## src/rtl/spi_per.sv

```systemverilog
// SPI mode-0 responder: oversamples DCLK/CS/COPI in the clk_in domain, receives one
// DATA_WIDTH-bit word per CS-low frame and shifts a preloaded word out on CIPO.
module spi_per #(
  parameter int DATA_WIDTH  = 8,
  parameter int SYNC_STAGES = 2
) (
  input  logic                  clk_in,
  input  logic                  rst_n_in,
  input  logic [DATA_WIDTH-1:0] data_in,
  input  logic                  load_in,
  output logic                  tx_ready_out,
  output logic [DATA_WIDTH-1:0] data_out,
  output logic                  data_valid_out,
  output logic                  underrun_out,
  output logic                  frame_err_out,
  input  logic                  chip_clk_in,
  input  logic                  chip_sel_in,
  input  logic                  chip_data_in,
  output logic                  chip_data_out,
  output logic                  chip_data_en_out,
  output logic [1:0]            state_dbg_out
);

  localparam int CW = $clog2(DATA_WIDTH + 1);
  localparam logic [CW-1:0] LAST_BIT = CW'(DATA_WIDTH - 1);

  typedef enum logic [1:0] {
    ST_IDLE  = 2'd0,
    ST_SHIFT = 2'd1,
    ST_WAIT  = 2'd2
  } state_t;

  state_t                r_state, w_next_state;
  logic [SYNC_STAGES-1:0] r_clk_sync, r_cs_sync, r_copi_sync;
  logic                  r_clk_d, r_cs_d;
  logic [DATA_WIDTH-1:0] r_buf, r_shift_tx;
  logic                  r_buf_full;
  logic [DATA_WIDTH-2:0] r_rx;
  logic [CW-1:0]         r_bit_cnt;

  logic w_s_clk, w_s_cs, w_s_copi;
  logic w_clk_rise, w_clk_fall, w_cs_rise, w_cs_fall;
  logic w_start, w_sample, w_last, w_drive, w_abort, w_release;
  logic [DATA_WIDTH-1:0] w_tx_word, w_rx_next;

  // Synchronisers reset to the idle bus: DCLK low, CS high, COPI low.
  always_ff @(posedge clk_in or negedge rst_n_in) begin
    if (!rst_n_in) begin
      r_clk_sync  <= '0;
      r_cs_sync   <= '1;
      r_copi_sync <= '0;
      r_clk_d     <= 1'b0;
      r_cs_d      <= 1'b1;
    end else begin
      r_clk_sync  <= {r_clk_sync[SYNC_STAGES-2:0], chip_clk_in};
      r_cs_sync   <= {r_cs_sync[SYNC_STAGES-2:0], chip_sel_in};
      r_copi_sync <= {r_copi_sync[SYNC_STAGES-2:0], chip_data_in};
      r_clk_d     <= w_s_clk;
      r_cs_d      <= w_s_cs;
    end
  end

  assign w_s_clk    = r_clk_sync[SYNC_STAGES-1];
  assign w_s_cs     = r_cs_sync[SYNC_STAGES-1];
  assign w_s_copi   = r_copi_sync[SYNC_STAGES-1];
  assign w_clk_rise = w_s_clk & ~r_clk_d;
  assign w_clk_fall = ~w_s_clk & r_clk_d;
  assign w_cs_rise  = w_s_cs & ~r_cs_d;
  assign w_cs_fall  = ~w_s_cs & r_cs_d;

  always_ff @(posedge clk_in or negedge rst_n_in) begin
    if (!rst_n_in) r_state <= ST_IDLE;
    else           r_state <= w_next_state;
  end

  always_comb begin
    w_next_state = r_state;
    case (r_state)
      ST_IDLE:  if (w_cs_fall) w_next_state = ST_SHIFT;
      ST_SHIFT: begin
        if (w_cs_rise)                               w_next_state = ST_IDLE;
        else if (w_clk_rise && r_bit_cnt == LAST_BIT) w_next_state = ST_WAIT;
      end
      ST_WAIT:  if (w_cs_rise) w_next_state = ST_IDLE;
      default:  w_next_state = ST_IDLE;
    endcase
  end

  // CS edges take priority over DCLK edges seen in the same cycle.
  always_comb begin
    w_start   = 1'b0;
    w_sample  = 1'b0;
    w_last    = 1'b0;
    w_drive   = 1'b0;
    w_abort   = 1'b0;
    w_release = 1'b0;
    case (r_state)
      ST_IDLE:  w_start = w_cs_fall;
      ST_SHIFT: begin
        if (w_cs_rise) begin
          w_abort = 1'b1;
        end else if (w_clk_rise) begin
          w_sample = 1'b1;
          w_last   = (r_bit_cnt == LAST_BIT);
        end else if (w_clk_fall) begin
          w_drive = 1'b1;
        end
      end
      ST_WAIT:  w_release = w_cs_rise;
      default:  ;
    endcase
  end

  assign w_tx_word     = r_buf_full ? r_buf : '0;
  assign w_rx_next     = {r_rx, w_s_copi};
  assign tx_ready_out  = ~r_buf_full;
  assign state_dbg_out = r_state;

  // A load coinciding with frame start refills the buffer for the following frame.
  always_ff @(posedge clk_in or negedge rst_n_in) begin
    if (!rst_n_in) begin
      r_buf      <= '0;
      r_buf_full <= 1'b0;
    end else if (load_in) begin
      r_buf      <= data_in;
      r_buf_full <= 1'b1;
    end else if (w_start) begin
      r_buf_full <= 1'b0;
    end
  end

  always_ff @(posedge clk_in or negedge rst_n_in) begin
    if (!rst_n_in) begin
      r_shift_tx       <= '0;
      r_rx             <= '0;
      r_bit_cnt        <= '0;
      data_out         <= '0;
      data_valid_out   <= 1'b0;
      underrun_out     <= 1'b0;
      frame_err_out    <= 1'b0;
      chip_data_out    <= 1'b0;
      chip_data_en_out <= 1'b0;
    end else begin
      data_valid_out <= 1'b0;
      underrun_out   <= 1'b0;
      frame_err_out  <= w_abort;
      if (w_start) begin
        r_shift_tx       <= w_tx_word;
        chip_data_out    <= w_tx_word[DATA_WIDTH-1];
        chip_data_en_out <= 1'b1;
        r_bit_cnt        <= '0;
        r_rx             <= '0;
        underrun_out     <= ~r_buf_full;
      end
      if (w_sample) begin
        r_rx      <= w_rx_next[DATA_WIDTH-2:0];
        r_bit_cnt <= r_bit_cnt + 1'b1;
        if (w_last) begin
          data_out       <= w_rx_next;
          data_valid_out <= 1'b1;
        end
      end
      if (w_drive) begin
        r_shift_tx    <= r_shift_tx << 1;
        chip_data_out <= r_shift_tx[DATA_WIDTH-2];
      end
      if (w_abort || w_release) begin
        chip_data_out    <= 1'b0;
        chip_data_en_out <= 1'b0;
      end
    end
  end

endmodule

```

## config.mk

```make
export PLATFORM = sky130hd
export DESIGN_NAME = spi_per
export DESIGN_NICKNAME = d
export VERILOG_FILES = /design/src/rtl/spi_per.sv
export SDC_FILE = /design/constraint.sdc
export NUM_CORES = 1
export LEC_CHECK = 0
export CORE_UTILIZATION = 55
export CTS_CLUSTER_DIAMETER = 50
export CTS_CLUSTER_SIZE = 8
export DETAILED_ROUTE_END_ITERATION = 8
export PLACE_DENSITY = 0.87
export REMOVE_ABC_BUFFERS = 1
export SETUP_SLACK_MARGIN = 0.5
export SYNTH_ARGS = -nofsm -noshare
export SYNTH_HDL_FRONTEND = slang
export SYNTH_SLANG_ARGS = --single-unit
```

## constraint.sdc

```tcl
create_clock -name clk_in -period 4.7 [get_ports clk_in]
set_input_delay 0.94 -clock clk_in [delete_from_list [all_inputs] [get_ports clk_in]]
set_output_delay 0.94 -clock clk_in [all_outputs]
set_load 0.01 [all_outputs]
```

Word level (Yosys, flattened, before mapping)
Cells that the tools add are included.

Flip-flop bits (word level): 50. Latch bits: 0. RAM bits: 0. Memory bits (read-only): 0. Output and inout bits: 16. Memories: 0.

Add/subtract/negate cells: 1. Multiply operators: 0. Divide/modulo/power cells: 0. $lt $le $gt $ge: 0. Equality and inequality tests: 6. Shift operators: 0. Multiplexer cells: 36. Bitwise operators: 9. Reductions and logical operators: 10.

Operator list (number): 7-bit 2-to-1 mux (4); 1-bit 2-to-1 mux (24); 2-bit 2-to-1 mux (4); 4-bit 2-to-1 mux (2); 8-bit 2-to-1 mux (1); 2-bit nonzero test (4); 2-bit case mux with 3 select lines (1); 1-bit NOT (5); 4-bit by 1-bit adder with 4-bit output, second input constant (1); 1-bit bitwise AND (4); 4-bit by 3-bit equality test with 1-bit output, second input constant (1); 2-bit inequality test, second input constant (2); 3-bit inequality test, second input constant (1); 3-bit AND reduction (1); 3-bit nonzero test (1); 2-bit by 1-bit equality test with 1-bit output, second input constant (1); 2-bit equality test, second input constant (1); 2-bit logical NOT (1); 2-bit AND reduction (1); 1-bit logical AND (1); 1-bit logical OR (1).

Longest topological paths before layout
Gate-level depths: netlist (run 1).

Depth in word-level cells: 8. Depth in mapped cells: 5. Mapped depth without buffers: 4.

Worst setup path after synthesis (run 1)
No wires, ideal clock.

Kind: in2reg. Start point: in load_in. End point: reg r_buf[0]. Arrival time: 1.586 ns. Data required time: 4.575 ns. Slack: 2.989 ns. Stages: 2. Cell sequence: clkbuf_1 -> mux2_2.

RTL lines: start, declared (RTL line 10) `input logic load_in,`; end signal, assigned (RTL line 125) `r_buf <= data_in;`; end, declared (RTL line 36) `logic [DATA_WIDTH-1:0] r_buf, r_shift_tx;`.

No word-level cell between the ends.

Final worst setup path (run 1)
Start point: reg r_buf_full. End point: out tx_ready_out.

Longest elaborated chain between the ends: 1.

RTL lines: start, declared (RTL line 37) `logic r_buf_full;`; start signal, assigned (RTL line 123) `r_buf_full <= 1'b0;`; start signal, assigned (RTL line 126) `r_buf_full <= 1'b1;`; start signal, assigned (RTL line 128) `r_buf_full <= 1'b0;`; 1-bit NOT (RTL line 116) `assign tx_ready_out = ~r_buf_full;`; end, declared (RTL line 11) `output logic tx_ready_out,`.

No other way between the ends.

==> results of run 1 <==
## registers in the layout (all words and copies together) (netlist names)
| signal | count |
|---|---|
| r_bit_cnt | 4 |
| underrun_out | 1 |
| data_valid_out | 1 |
| data_out | 8 |
| r_buf_full | 1 |
| r_rx | 7 |
| r_shift_tx | 7 |
| r_cs_d | 1 |
| r_clk_sync | 2 |
| r_buf | 8 |
| state_dbg_out | 2 |
| r_clk_d | 1 |
| r_copi_sync | 2 |
| chip_data_out | 1 |
| chip_data_en_out | 1 |
| frame_err_out | 1 |
| r_cs_sync | 2 |
## metal layers
metal  wire length, um  GRT usage [%]  vias to the layer above
li1                  -              -                      614
met1              1610           30.2                      657
met2              1850           34.3                       27
met3               142           6.34                        5
met4                79           10.5                        0
met5                 0              0                        -
## layout by cell type, fill, tap and decap left out, types with 3 or more instances in the layout
cell | netlist | layout
clkbuf_8 | 0 | 5
nor4_1 | 5 | 5
dfstp_2 | 3 | 3
a31oi_1 | 4 | 4
nand2_1 | 13 | 13
mux2_2 | 20 | 20
clkdlybuf4s50_1 | 0 | 28
nand2b_1 | 6 | 6
nand3_1 | 7 | 7
inv_1 | 8 | 8
nor2_1 | 5 | 5
or3_1 | 3 | 3
a21oi_1 | 3 | 3
mux2i_1 | 9 | 9
dfrtp_1 | 47 | 47
## report_power, final
part / total, W / internal [W] / switching (W)
sequential: 0.000520 / 0.000484 / 0.0000366
clock: 0.000248 / 0.000105 / 0.000143
combinational: 0.000141 / 0.0000711 / 0.0000702
total: 0.000910 / 0.000660 / 0.000250
## per-stage QoR
step / std cells / setup WS (ns)
detailed placement: 227 / 2.55
global route: 235 / 2.26
finish: 235 / 2.34
global placement: 227 / 2.59
CTS: 235 / 2.33
floorplan: 152 / 2.89
## cell families (layout without fill, tap and decap cells)
logic type	after synthesis	count (layout)
flops	50	50
xor+xnor	1	1
simple gates	47	47
mux	29	29
fa+ha+maj	1	1
buf+inv	17	45
compound gates	16	16
## cell type report
| cell class | instances | area, um2 | area share [%] |
|---|---|---|---|
| Tap cell | 46 | 57.6 | 2.36 |
| Multi-Input combinational cell | 94 | 724 | 29.7 |
| Clock buffer | 5 | 68.8 | 2.82 |
| Clock inverter | 3 | 21.3 | 0.871 |
| Inverter | 8 | 30.0 | 1.23 |
| Timing Repair Buffer | 29 | 285 | 11.7 |
| Sequential cell | 50 | 1250 | 51.4 |
## worst max path at each step
stage | from | endpoint | slack, ns | depth (start not counted)
2_1_floorplan | state_dbg_out[1]$_DFFE_PN0P_ | r_rx[0]$_DFFE_PN0P_ | 2.89 | 3
3_3_place_gp | load_in | r_buf[0]$_DFFE_PN0P_ | 2.59 | 2
3_5_place_dp | load_in | r_buf[0]$_DFFE_PN0P_ | 2.55 | 2
4_1_cts | r_buf_full$_DFFE_PN0P_ | tx_ready_out | 2.33 | 2
5_1_grt | r_buf_full$_DFFE_PN0P_ | tx_ready_out | 2.26 | 2
6_report | r_buf_full$_DFFE_PN0P_ | tx_ready_out | 2.34 | 2
==> flow_summary.yaml, run 1 <==
sta:
  timing.setup.tns_ns: 0
  post-route-period-util_pct: 50.2
  slew_violations: 0
  rsz0062_at_grt: "no"
  fin_hold_ws_ns: 0.356
  hold_violations: 0
  max_freq_ghz: 0.424
  post-route-min-period_ns: 2.36
  final.setup_skew_ns: 0.00947
  setup_viol: 0
  worstMarginPinSlew_ns: 1.09
  slew_headroom_pct: 27.4
status:
  outcome: "completed"
global_routing:
  grt_pass1_vias: 1350
  grt_max_degree: 51
  grt_pass1_wl_um: 6720
  grt_usage_pct: 22.6
  antenna_found_initial: 0
  overflow: 0
yosys:
  syn_area_um2: 2060
  ys.flop_type: "dfrtp_1"
  yosysTopAreaCellShare_pct: 57.2
  synth_edf_count: 0
  synth_largest_area_cell: "dfrtp_1"
  syn-instance-count: 161
  synth-compound-area-share_pct: 5.23
  synth.area.mux_share_pct: 15.3
  synthTopCellsByArea: "dfrtp_1 57%, mux2_2 11%, mux2i_1 4.4%"
  netlist-cell-type-count: 35
  syn_area_per_cell_um2: 12.8
  yosys-top-cells-count: "47 x dfrtp_1, 20 x mux2_2, 13 x nand2_1"
  yosysWarnings: 0
  yosysSeqAreaShare_pct: 61.0
  synth_most_common_cell: "dfrtp_1"
  synth_top_family_by_area: "multiplexers"
  synth_simple_gate_area_share_pct: 13.6
  ys_ff_latch: 50
  synthAdderAreaFrac_pct: 0.609
  async_reset_ff_share_pct: 100
  synth_xor_area_share_pct: 0.426
cts:
  clock_latency_ns: 0.31
  cts_sinks: 50
  cts-hold-fix-buffers: 0
  h-tree-depth: 2
  cts_buffer_depth: 2
  cts_tree: "done"
  postCtsSetupRepairBufs: 0
  cts_inserted_buffers: 5
  cts.root.buffer_cell: "clkbuf_8"
  cts_resized: 0
  path_clk_slew_ns: 0.09
cells_and_area:
  syn_to_final_growth_pct: 18.8
  antenna_cells: 0
  final_area_um2: 2440
  final_net_count: 203
  drive_above_1_share_pct: 19.6
  utilization_pct: 70.4
  fillers: 266
worst_setup_path:
  slowest_stage: "clkdlybuf4s50_1"
  crit_family: "buffers and inverters"
  required_ns: 3.76
  critPathKind: "reg -> out"
  rrSetupSlack_ns: 2.62
  path_max_fanout: 11
  cp.buffers_inverters: 2
  start_kind: "flop"
  rr_startpoint: "r_cs_d$_DFF_PN1_"
  r2r_cells: 3
  end_kind: "primary output"
  crit_arrival_ns: 1.42
  cp_cell_sequence: "inv_1 -> clkdlybuf4s50_1"
  cpPeakStageDelay_ns: 0.53
  rr_endpoint: "chip_data_out$_DFFE_PN0P_"
power:
  p_total_w: 0.000910
  pwr_density_cell_nw_per_um2: 372
  power.static_leakage_nw: 1.10
  ir_drop_mv: 0.223
placement:
  dp_hpwl_um: 2590
  place_congestion: 0.834
  place_area_um2: 2350
  portBuffers: 29
floorplanning:
  ios: 30
  fp.dieW_um: 63.1
  start_util_pct: 59.3
  dieArea_um2: 3990
  die_y_um: 63.1
  core.rowCount: 21
  coreArea_um2: 3470
drt:
  via_per_inst: 5.54
  first_pass_iters: 4
  via_count: 1303
  drt-total-wl_um: 3680
  drt_first_iter_violations: 102
  ant_nets: 0
  drc: 0
  wl_per_cell_um: 15.7
hold_path:
  whs_endpoint: "r_clk_sync[1]$_DFF_PN0_"
  min_from: "r_clk_sync[0]$_DFF_PN0_"
  min_path_type: "reg -> reg"
  holdPathStages: 0
flow_run:
  cap_violations: 0
Note: power is estimated with default switching activity, not from simulation.
==> run 2: changes to the inputs <==
CORE_UTILIZATION = 53   (was 55)
PLACE_DENSITY = 0.84   (was 0.87)
clock period = 2.4 ns   (was 4.7 ns; I/O delays follow)
==> run 2 against run 1 <==
Effect of this change:
- hold slack got worse by 0.20 ns
- sequential power rose by 96%
- worst setup slack got worse by 1.8 ns
- register-to-register slack got worse by 2.1 ns
- via count rose by 1.2%
- flip-flop and latch count did not move
- total power rose by 100%
- largest cell class unchanged
==> flow_summary.yaml, run 2 (same netlist as run 1, synthesis figures left out) <==
status:
  outcome: "completed"
cells_and_area:
  fillers: 289
  final_common_cell: "dfrtp_1"
  top_regs: "data_out (8), r_buf (8)"
  antenna_cells: 0
  final_net_count: 207
  fin_cells: 241
  final_cell_mix: "46 x dfrtp_1, 28 x clkdlybuf4s50_1, 20 x mux2_2"
  syn_to_final_growth_pct: 21.9
  drive_above_1_share_pct: 22.8
cts:
  clock_latency_ns: 0.30
  cts_buffer_depth: 2
  cts_sinks: 50
  cts.root.buffer_cell: "clkbuf_8"
  cts_inserted_buffers: 5
  h-tree-depth: 2
  path_clk_slew_ns: 0.09
  cts_tree: "done"
  cts-hold-fix-buffers: 0
sta:
  slew_violations: 0
  max_freq_ghz: 0.541
  post-route-min-period_ns: 1.85
  fin_hold_ws_ns: 0.155
  hold_violations: 0
  final.setup_skew_ns: 0.0111
  slew_headroom_pct: 59.2
  setup_viol: 0
  rsz0062_at_grt: "no"
  worstMarginPinSlew_ns: 0.612
  post-route-period-util_pct: 77.1
  timing.setup.tns_ns: 0
floorplanning:
  ios: 30
  dieArea_um2: 4130
  core.rowCount: 22
  die_y_um: 64.3
  fp.dieW_um: 64.3
  coreArea_um2: 3690
  start_util_pct: 55.7
drt:
  drt_first_iter_violations: 78
  first_pass_iters: 4
  ant_nets: 0
  via_count: 1319
  drc: 0
  wl_per_cell_um: 14.9
  via_per_inst: 5.47
  drt-total-wl_um: 3580
worst_setup_path:
  slowest_stage: "or4b_1"
  end_kind: "flop"
  critPathKind: "reg -> reg"
  cpPeakStageDelay_ns: 0.77
  path_max_fanout: 17
  start_kind: "flop"
  required_ns: 2.58
  cp_cell_sequence: "or4b_1 -> a31o_2"
  crit_arrival_ns: 2.03
power:
  power.static_leakage_nw: 1.13
  p_total_w: 0.00184
  pwr_density_cell_nw_per_um2: 733
  ir_drop_mv: 0.493
placement:
  place_congestion: 0.792
  place_inst: 232
  portBuffers: 29
  dp_hpwl_um: 2570
global_routing:
  antenna_found_initial: 0
  grt_max_degree: 27
  overflow: 0
  grt_pass1_wl_um: 6150
  grt_pass1_vias: 1357
  grt_usage_pct: 19.6
hold_path:
  min_path_type: "in -> async"
flow_run:
  cap_violations: 0
-- run 2: layout make-up --
class                           instances  area, um2  area share (%)
Clock buffer                            8        110            4.39
Inverter                                8       30.0            1.20
Multi-Input combinational cell         94        734            29.3
Sequential cell                        50       1260            50.1
Tap cell                               48       60.1            2.40
Timing Repair Buffer                   33        315            12.6
-- run 2: where the power goes --
| group | internal (W) | switching (W) |
|---|---|---|
| clock | 0.000291 | 0.000251 |
| combinational | 0.000143 | 0.000135 |
| sequential | 0.000948 | 0.0000706 |
| total | 0.00138 | 0.000456 |
-- run 2: worst max-delay path, delay by kind of cell, from the launching register on --
kind	cells	cell delay [ns]
AO/OA/AOI/OAI	1	0.37
flip-flops	1	0.60
AND/OR/NAND/NOR	1	0.77
-- run 2: through the flow --
step	util [%]	setup WS, ns	area [um2]
floorplan	-	0.595	2010
global placement	64.5	0.501	2380
detailed placement	64.5	0.414	2380
CTS	67.8	0.521	2500
global route	67.9	0.506	2510
finish	67.9	0.550	2510
-- run 2: metal layers --
metal / global-route usage [%] / vias to the layer above / share of wire [%]
met5: 0 / - / 0
met4: 6.94 / 0 / 0.98
met3: 4.82 / 5 / 3.0
met2: 32.0 / 31 / 51
met1: 25.5 / 665 / 45
li1: - / 618 / -
-- run 2: timing repair --
item / CTS / global route
hold endpoints to repair: 0 / 0
resized for setup: 1 / 2
pin swaps: 1 / 0
cloned: 0 / 0
setup endpoints to repair: 12 / 2
buffers inserted: 1 / 0
-- run 2: worst paths after layout --
kind                                                  end                     from  slack (ns)  depth (start not counted)
min in group clk_in               r_clk_sync[1]$_DFF_PN0_  r_clk_sync[0]$_DFF_PN0_        0.36                          0
worst min register to register    r_clk_sync[1]$_DFF_PN0_  r_clk_sync[0]$_DFF_PN0_        0.36                          0
worst max register to register   r_bit_cnt[2]$_DFFE_PN0P_         r_cs_d$_DFF_PN1_        0.55                          2
worst max-delay path             r_bit_cnt[2]$_DFFE_PN0P_         r_cs_d$_DFF_PN1_        0.55                          2
max in group asynchronous          r_cs_sync[1]$_DFF_PN1_                 rst_n_in        1.60                          2
worst min-delay path            r_shift_tx[3]$_DFFE_PN0P_                 rst_n_in        0.15                          1
==> run 3: changes to the inputs <==
clock period = 1.9 ns   (was 2.4 ns; I/O delays follow)
==> run 3 against run 2 <==
Effect of this change:
- flip-flop and latch count stayed put
- sequential power is 25% higher
- clock skew is 0.0042 ns lower
- worst setup slack worse by 0.28 ns
- design area is 9.0% higher
- total power is 29% higher
- critical endpoint unchanged
- largest cell class unchanged
==> flow_summary.yaml, run 3 (same netlist as run 1, synthesis figures left out) <==
worst_setup_path:
  path_max_fanout: 8
  cp_cell_sequence: "buf_6 -> or4b_4 -> buf_8 -> a31o_4"
  cpPeakStageDelay_ns: 0.57
  slowest_stage: "or4b_4"
  crit_family: "simple AND/OR/NAND/NOR gates"
  crit_arrival_ns: 1.83
  end_kind: "flop"
  start_kind: "flop"
  critPathKind: "reg -> reg"
  required_ns: 2.10
  cp.buffers_inverters: 2
power:
  p_switching_w: 0.000653
  ir_drop_mv: 0.706
  pwr-share-seq_pct: 54.0
  power_frac_clock_pct: 24.5
  sw_frac_of_total_pct: 27.6
  power.static_leakage_nw: 1.32
  pwr_density_cell_nw_per_um2: 867
  p_int_w: 0.00172
  p_comb_share_pct: 21.5
placement:
  dp_hpwl_um: 2760
  portBuffers: 29
  place_area_um2: 2460
  place_inst: 241
  place_congestion: 0.886
global_routing:
  overflow: 0
  grt_max_degree: 22
  grt_usage_pct: 22.5
  antenna_found_initial: 0
  grt_pass1_wl_um: 6910
  grt_pass1_vias: 1479
cells_and_area:
  final_common_cell: "dfrtp_1"
  final_cell_mix: "45 x dfrtp_1, 20 x mux2_2, 13 x dlygate4sd2_1"
  fillers: 237
  drive_above_1_share_pct: 36.4
  fin_cells: 262
  top_regs: "data_out (8), r_buf (8)"
  ff_latch_area_um2: 1260
  final_area_um2: 2730
  final_net_count: 229
  multi_input_area_um2: 792
  syn_to_final_growth_pct: 32.9
  antenna_cells: 0
sta:
  post-route-min-period_ns: 1.63
  final.setup_skew_ns: 0.00697
  post-route-period-util_pct: 86.0
  setup_viol: 0
  worstMarginPinSlew_ns: 0.540
  slew_violations: 0
  max_freq_ghz: 0.612
  slew_headroom_pct: 63.9
  timing.setup.tns_ns: 0
  rsz0062_at_grt: "yes"
  hold_violations: 0
cts:
  cts_tree: "done"
  cts_inserted_buffers: 5
  h-tree-depth: 2
  cts_buffer_depth: 2
  cts-hold-fix-buffers: 0
  cts_sinks: 50
  path_clk_slew_ns: 0.09
  cts.root.buffer_cell: "clkbuf_8"
  clock_latency_ns: 0.30
status:
  outcome: "completed"
drt:
  first_pass_iters: 4
  via_per_inst: 5.48
  wl_per_cell_um: 16.5
  via_count: 1436
  drt-total-wl_um: 4320
  ant_nets: 0
  drt_first_iter_violations: 80
  drc: 0
floorplanning:
  core.rowCount: 22
  dieArea_um2: 4130
  die_y_um: 64.3
  ios: 30
  fp.dieW_um: 64.3
  start_util_pct: 55.7
  coreArea_um2: 3690
flow_run:
  cap_violations: 0
hold_path:
  min_path_type: "in -> async"
[run 3: cell types whose count changed in the layout (fill, tap and decap cells not counted), moves of 8 or more]
cell             before  now
clkdlybuf4s50_1      28   12
dlygate4sd2_1         0   13
buf_6                 0   12
buf_4                 4   12
[run 3: cell type report]
cell class,instances,area share (%)
Clock buffer,5,2.52
Tap cell,48,2.20
Multi-Input combinational cell,94,29.0
Timing Repair Buffer,55,18.8
Sequential cell,50,46.0
Clock inverter,2,0.366
Inverter,8,1.10
[run 3: worst reg2reg max path, delay by kind of cell, from the launching register on]
family                 cells  cell delay (ns)
AND/OR/NAND/NOR            1             0.57
buffers and inverters      2             0.31
flip-flops                 1             0.43
AO/OA/AOI/OAI              1             0.22
[run 3: what timing repair did]
item | 4_1_cts | 5_1_grt
gates resized for setup | 41 | 16
buffers inserted | 9 | 4
endpoints found under the setup margin | 47 | 34
gates cloned | 0 | 1
pin swaps | 7 | 5
[run 3: per-layer routing]
| metal | part of all wire (%) | GRT usage [%] | wire length, um |
|---|---|---|---|
| met3 | 3.0 | 6.25 | 131 |
| met5 | 0 | 0 | 0 |
| met2 | 53 | 36.3 | 2270 |
| met1 | 42 | 27.9 | 1820 |
| met4 | 2.2 | 10.8 | 96 |
[run 3: worst paths after layout]
kind	start	cells past startpoint	endpoint	slack, ns
hold reg to reg	r_clk_sync[0]$_DFF_PN0_	0	r_clk_sync[1]$_DFF_PN0_	0.36
max in group asynchronous	rst_n_in	2	r_cs_sync[0]$_DFF_PN1_	1.26
setup / recovery	state_dbg_out[0]$_DFFE_PN0P_	4	r_bit_cnt[2]$_DFFE_PN0P_	0.27
hold / removal	rst_n_in	1	data_out[7]$_DFFE_PN0P_	0.03
min in group clk_in	r_clk_sync[0]$_DFF_PN0_	0	r_clk_sync[1]$_DFF_PN0_	0.36
setup reg to reg	state_dbg_out[0]$_DFFE_PN0P_	4	r_bit_cnt[2]$_DFFE_PN0P_	0.27
[run 3: power groups by stage]
| stage | sequential, W | combinational, W | clock [W] |
|---|---|---|---|
| after global placement | 0.00129 | 0.000368 | 0 |
| after global routing | 0.00129 | 0.000553 | 0.000632 |
| final | 0.00128 | 0.000509 | 0.000581 |
| after CTS | 0.00127 | 0.000460 | 0.000589 |
| after floorplan | 0.00129 | 0.000204 | 0 |
| after detailed placement | 0.00130 | 0.000396 | 0 |
[run 3: per-stage QoR]
stage	total power, W	setup slack [ns]	utilization, %	hold slack (ns)
finish	0.00237	0.267	74.1	0.0257
global route	0.00248	0.256	74.1	0.0586
CTS	0.00232	0.304	71.5	0.0363
detailed placement	0.00170	0.135	66.6	0.336
global placement	0.00166	0.201	66.6	0.334
floorplan	0.00149	0.0948	-	0.0844
